$ cat src/rtl/pc_ras_unit.sv
// Fetch-stage next-PC generator: decodes beq/bne/j/jal/jr, predicts jr $31 from a circular
// return-address stack and holds a late redirect until the icache hits.
module pc_ras_unit #(
  parameter int unsigned PC_WIDTH  = 32,
  parameter int unsigned RAS_DEPTH = 4,
  parameter bit          USE_RAS   = 1'b1
) (
  input  logic                         CLK,
  input  logic                         RST,
  input  logic [PC_WIDTH-1:0]          pc_init,
  input  logic                         pc_en,
  input  logic                         ihit,
  input  logic [31:0]                  instr,
  input  logic                         br_taken,
  input  logic [PC_WIDTH-1:0]          reg_loc,
  input  logic                         redirect_valid,
  input  logic [PC_WIDTH-1:0]          redirect_pc,
  input  logic                         ras_flush,
  output logic [PC_WIDTH-1:0]          pcounter,
  output logic [PC_WIDTH-1:0]          n_pc,
  output logic                         ras_pred,
  output logic [$clog2(RAS_DEPTH):0]   ras_count,
  output logic                         redirect_pending
);

  localparam int unsigned PtrW = $clog2(RAS_DEPTH);
  localparam int unsigned CntW = PtrW + 1;

  localparam logic [5:0] OpSpecial = 6'b000000;
  localparam logic [5:0] OpJ       = 6'b000010;
  localparam logic [5:0] OpJal     = 6'b000011;
  localparam logic [5:0] OpBeq     = 6'b000100;
  localparam logic [5:0] OpBne     = 6'b000101;
  localparam logic [5:0] FnJr      = 6'b001000;

  logic [PC_WIDTH-1:0] pc_q, pc_d;
  logic [PC_WIDTH-1:0] pend_pc_q, pend_pc_d;
  logic                pend_q, pend_d;
  logic [PtrW-1:0]     top_q, top_d, push_idx;
  logic [CntW-1:0]     cnt_q, cnt_d;
  logic [PC_WIDTH-1:0] ras_mem_q [RAS_DEPTH];

  logic [PC_WIDTH-1:0] br_off, j_tgt, tgt;
  logic                push, pop;

  assign n_pc     = pc_q + PC_WIDTH'(4);
  assign br_off   = {{(PC_WIDTH-18){instr[15]}}, instr[15:0], 2'b00};
  assign j_tgt    = {n_pc[PC_WIDTH-1:28], instr[25:0], 2'b00};
  assign tgt      = redirect_valid ? redirect_pc : pend_pc_q;
  assign push_idx = top_q + 1'b1;

  always_comb begin
    pc_d      = pc_q;
    pend_d    = pend_q;
    pend_pc_d = pend_pc_q;
    push      = 1'b0;
    pop       = 1'b0;
    ras_pred  = 1'b0;
    if (!RST) begin
      if (redirect_valid || pend_q) begin
        if (ihit) begin
          pc_d   = tgt;
          pend_d = 1'b0;
        end else begin
          pend_pc_d = tgt;
          pend_d    = 1'b1;
        end
      end else if (pc_en && ihit) begin
        case (instr[31:26])
          OpBeq, OpBne: pc_d = br_taken ? n_pc + br_off : n_pc;
          OpJ:          pc_d = j_tgt;
          OpJal: begin
            pc_d = j_tgt;
            push = USE_RAS && !ras_flush;
          end
          OpSpecial: begin
            if (instr[5:0] == FnJr) begin
              // A flush in the same cycle empties the stack, so the jr cannot use it.
              if (USE_RAS && (instr[25:21] == 5'd31) && (cnt_q != '0) && !ras_flush) begin
                pop      = 1'b1;
                ras_pred = 1'b1;
                pc_d     = ras_mem_q[top_q];
              end else begin
                pc_d = reg_loc;
              end
            end else begin
              pc_d = n_pc;
            end
          end
          default: pc_d = n_pc;
        endcase
      end
    end
  end

  always_comb begin
    top_d = top_q;
    cnt_d = cnt_q;
    if (ras_flush) begin
      top_d = '0;
      cnt_d = '0;
    end else if (push) begin
      top_d = push_idx;
      if (cnt_q != CntW'(RAS_DEPTH)) cnt_d = cnt_q + 1'b1;
    end else if (pop) begin
      top_d = top_q - 1'b1;
      cnt_d = cnt_q - 1'b1;
    end
  end

  always_ff @(posedge CLK) begin
    if (RST) begin
      pc_q      <= pc_init;
      pend_q    <= 1'b0;
      pend_pc_q <= '0;
      top_q     <= '0;
      cnt_q     <= '0;
    end else begin
      pc_q      <= pc_d;
      pend_q    <= pend_d;
      pend_pc_q <= pend_pc_d;
      top_q     <= top_d;
      cnt_q     <= cnt_d;
    end
  end

  // Entry contents are not reset; a full stack simply overwrites its oldest slot.
  always_ff @(posedge CLK) begin
    if (!RST && push) ras_mem_q[push_idx] <= n_pc;
  end

  assign pcounter         = pc_q;
  assign ras_count        = cnt_q;
  assign redirect_pending = pend_q;

endmodule

$ cat config.mk
export PLATFORM = sky130hd
export DESIGN_NAME = pc_ras_unit
export DESIGN_NICKNAME = d
export VERILOG_FILES = /design/src/rtl/pc_ras_unit.sv
export SDC_FILE = /design/constraint.sdc
export NUM_CORES = 1
export LEC_CHECK = 0
export BUFFER_PORTS_ARGS = -buffer_cell sky130_fd_sc_hd__buf_2
export CAP_MARGIN = 10
export CORE_ASPECT_RATIO = 1.5
export CORE_MARGIN = 2
export CORE_UTILIZATION = 30
export DETAILED_ROUTE_END_ITERATION = 12
export PLACE_DENSITY = 0.51
export SETUP_SLACK_MARGIN = 0.02
export SKIP_CTS_REPAIR_TIMING = 1
export SLEW_MARGIN = 40
export SYNTH_ARGS = -nofsm -noshare
export SYNTH_HDL_FRONTEND = slang
export SYNTH_SLANG_ARGS = --single-unit
$ cat constraint.sdc
create_clock -name CLK -period 9.3 [get_ports CLK]
set_input_delay 2.79 -clock CLK [delete_from_list [all_inputs] [get_ports CLK]]
set_output_delay 2.79 -clock CLK [all_outputs]
set_load 0.005 [all_outputs]
# After elaboration in Yosys (flattened, before gate mapping)
# Memories as Yosys holds them, arrays and structs flattened. A register that Yosys moved wholly into a read port is not among the register bits.
# Cells that the tools add are included.
dict set report word_totals {
  reg_bits 70
  mem_bits_rw 128
  input_bits 135
  wordCells 68
  mem_count 1
}
# memory words width rd rd_ports_with_merged_regs write_ports line_no
set mem_list {}
lappend mem_list {ras_mem_q 4 32 1 1 1 41} ;# logic [PC_WIDTH-1:0] ras_mem_q [RAS_DEPTH];
dict set report classes {
  add_sub_neg 6
  eq_ne 9
  muxes 29
  bitwise 1
  reduce_logical 17
}
# operator n
set op_table {}
lappend op_table {{32-bit two-way mux} 8}
lappend op_table {{32-bit one-hot mux with 3 select lines} 1}
lappend op_table {{32-bit by 3-bit adder with 32-bit output (second input constant)} 1}
lappend op_table {{32-bit adder} 1}
lappend op_table {{1-bit two-way mux} 13}
lappend op_table {{6-bit by 2-bit == test with 1-bit output (second input constant)} 2}
lappend op_table {{6-bit by 3-bit == test with 1-bit output (second input constant)} 2}
lappend op_table {{3-bit two-way mux} 3}
lappend op_table {{2-bit two-way mux} 4}
lappend op_table {{6-bit by 4-bit == test with 1-bit output (second input constant)} 1}
lappend op_table {{6-bit zero test} 1}
lappend op_table {{3-bit != test (second input constant)} 2}
lappend op_table {{2-bit AND reduction} 3}
lappend op_table {{3-bit nonzero test} 2}
lappend op_table {{2-bit OR reduction} 3}
lappend op_table {{5-bit == test (second input constant)} 1}
lappend op_table {{1-bit logical AND} 4}
lappend op_table {{3-bit by 1-bit adder with 3-bit output (second input constant)} 1}
lappend op_table {{3-bit by 1-bit subtractor with 3-bit output (second input constant)} 1}
lappend op_table {{2-bit by 1-bit adder with 2-bit output (second input constant)} 1}
lappend op_table {{1-bit zero test} 2}
lappend op_table {{2-bit by 1-bit != test with 1-bit output (second input constant)} 1}
lappend op_table {{2-bit nonzero test} 1}
lappend op_table {{2-bit by 1-bit subtractor with 2-bit output (second input constant)} 1}
lappend op_table {{2 further kinds} 2}

# Longest topological paths before layout
dict set report logic_depth {
  depth_word 13
  depth_mapped 16
  depth_no_buf 15
}

# Worst setup path after synthesis
# No wires, ideal clock.
dict set report synth_path {
  path_type {input to output}
  from {input instr[1]}
  to {output ras_pred}
  t_arrival_ps 4237
  required_time_ps 6510
  setup_slack_ps 2273
  cell_stages 6
  cell_sequence {nor4b_1 > nand2_1 > or2_2 > clkbuf_1 > clkbuf_1 > nor3_1}
}
dict set report synth_between {
  elab_chain_len 6
}
# item line_no
set synth_rtl {}
lappend synth_rtl {{start, declared} 13} ;# input logic [31:0] instr,
lappend synth_rtl {{6-bit by 4-bit == test with 1-bit output} 77} ;# if (instr[5:0] == FnJr) begin
lappend synth_rtl {{1-bit two-way mux} 77}
lappend synth_rtl {{1-bit two-way mux} 69} ;# case (instr[31:26])
lappend synth_rtl {{1-bit two-way mux} 68} ;# end else if (pc_en && ihit) begin
lappend synth_rtl {{1-bit two-way mux} 60} ;# if (redirect_valid || pend_q) begin
lappend synth_rtl {{1-bit two-way mux} 59} ;# if (!RST) begin
lappend synth_rtl {{end, declared} 21} ;# output logic ras_pred,
# Every way passes these cells.

# Worst setup path in the final report
# Ends and elaborated chain as after synthesis.

==> qor.txt <==
outcome -> completed
Max Slew Vio Count -> 0
area occupied by multi-input gates -> 5560 um2
clock buffer count from CTS -> 17
Net Count, Synth -> 1253
post-synthesis sequential area ratio -> 0.488
clock-pin transition on the worst setup and hold timing paths -> 0.07 ns
Setup-failing EPs final -> 0
setup TNS -> 0 ns
initial antenna violation count -> 3
power per cell area -> 163 nW/um2
vias in the first global route -> 9325
most used cell, CP -> buf_2
P_leak -> 5.06 nW
EDFF count, synth -> 160
fin crit share -> 0.812
CORE AREA -> 37700 um2
Final Hold Slack -> 0.455 ns
Post-Syn Area -> 11500 um2
largest net degree at the start of global routing -> 79
final net count -> 1435
Worst-Skew Late Latency -> 0.47 ns
most frequent cells in the layout -> buf_2, edfxtp_1, a21oi_1, nand2_1, nor2_1
worst-case clock buffer depth -> 2
Port Buffers -> 203
Root Driver -> clkbuf_16
Clock H-tree levels -> 4
Fillers -> 3892
first-pass GRT wire length -> 59800 um
measured slew at the worst slew-check pin -> 0.850 ns
CP max-delay cell -> or2_2
Avg Cell Area, Syn -> 10.7 um2
CTS sink count -> 200
Synth top area share -> 0.418
Max-slew headroom -> 0.419
Max Fclk -> 132 MHz
CTS tree -> built
cells after synthesis -> 1078
# DRC -> 0
Worst Skew -> 0.0161 ns
Hold Crit Class -> flop to flop
total gr overflow -> 0
RSZ-0062 raised after global routing -> no
synth unique cells -> 68
Register Area -> 5610 um2
most common library cell in the layout ignoring fill and taps -> buf_2
ys async rst share -> 0
initial core utilization -> 0.305
max incr delay on CP -> 0.60 ns
critical path startpoint category -> input pin
layout cells sized above 1 -> 0.245
GRT Util Overall -> 0.206
DRT iter0 DRCs -> 608
cell taking the most area after synthesis -> edfxtp_1
DIE AREA -> 39900 um2
post-route ant nets -> 0
P&R area growth vs syn -> 19.1%
die span in y -> 244 um
Detailed Place HPWL -> 30600 um
Final Critical Period -> 7.55 ns
pre-CTS setup slack -> 1.72 ns
FP Rows -> 87
Vias/cell -> 5.38
post-synthesis register bit count -> 200
Max FO, Critical Path -> 32
Worst setup EP type -> output pin
number of iterations in the first detailed-routing pass -> 5
max-cap violations -> 0
IO Count -> 204
largest cells by area after synthesis -> edfxtp_1, dfxtp_1, mux4_2
routed len/inst -> 23.1 um
YS warnings -> 0
final wirelength -> 40900 um
worst path cell trace -> buf_2, nor4b_1, nand2_1, or2_2, nor3_1, buf_2
final hold violation count -> 0
ys flop type -> edfxtp_1
Setup WS post-layout -> 1.75 ns
die width -> 164 um
Req. time, crit path -> 6.51 ns
Critical Path AT -> 4.76 ns
Post-Route Utilization -> 0.363
VDD IR max -> 0.000136 V
Crit Path Category -> input pin to output pin
Via Count -> 9494
Placer Congestion -> 0.914
power by group:
part,switching [mW],internal (mW)
sequential,0.0269,1.00
clock,0.361,0.377
combinational,0.283,0.177
total,0.671,1.56
synth_stat cells (17+ instances only):
library cell / number
dfxtp_1: 40
nand2b_1: 27
nor2_1: 48
nand2_1: 138
inv_1: 31
a21oi_1: 143
nand3_1: 26
clkbuf_1: 52
o21ai_0: 46
o311a_1: 17
xnor2_1: 31
ha_1: 38
nor3_1: 22
mux2i_1: 33
mux4_2: 32
edfxtp_1: 160
through the flow:
step                      power, mW  std cells  cell area, um2
after global placement         1.50       1728           13000
after CTS                      2.24       1760           13600
after floorplan                1.32       1078           11500
final                          2.23       1766           13700
after global routing           2.32       1764           13700
after detailed placement       1.51       1728           13100
sequential cells by signal, indices dropped and copies added, names as in the netlist, named ones only:
| name | cells |
|---|---|
| pend_pc_q | 32 |
| ras_count | 3 |
| redirect_pending | 1 |
| top_q | 2 |
| pcounter | 32 |
| ras_mem_q | 128 |
layer usage:
| layer | wire length [um] | GRT usage |
|---|---|---|
| met5 | 0 | 0 |
| met4 | 1490 | 0.0926 |
| met3 | 2160 | 0.0388 |
| met2 | 20600 | 0.351 |
| met1 | 16600 | 0.252 |
path summary, 6_finish.rpt:
check,startpoint,end,slack (ns),cells after the start
setup reg to reg,pcounter[2],pcounter[28],4.41,14
hold / removal,pend_pc_q[1],pend_pc_q[1],0.45,2
setup / recovery,instr[1],ras_pred,1.75,6
hold reg to reg,pend_pc_q[1],pend_pc_q[1],0.45,2
worst max-delay path: cells and delay by family:
family	cells	cell delay, ns
buffers and inverters	2	0.34
and+or+nand+nor	4	1.63
layout make-up:
cell class | count | share of cell area
multi-input cells | 784 | 0.407
diodes | 4 | 0.000732
clock inverters | 14 | 0.0102
inverters | 32 | 0.00878
repair buffers | 225 | 0.0878
clock buffers | 18 | 0.0314
flip-flops and latches | 200 | 0.410
well taps | 489 | 0.0447
kinds of logic (layout without fill, tap and decap cells):
group           count (synthesis)  after routing  share of synthesized area
simple gates                  322            322                      0.136
compound gates                308            308                      0.169
flops                         200            200                      0.488
buf+inv                        94            289                     0.0318
mux                            67             67                     0.0935
xor+xnor                       47             47                     0.0370
fa+ha+maj                      40             40                     0.0449
other cells                     0              4                          0
No activity file was read; power rests on OpenSTA's default activity.
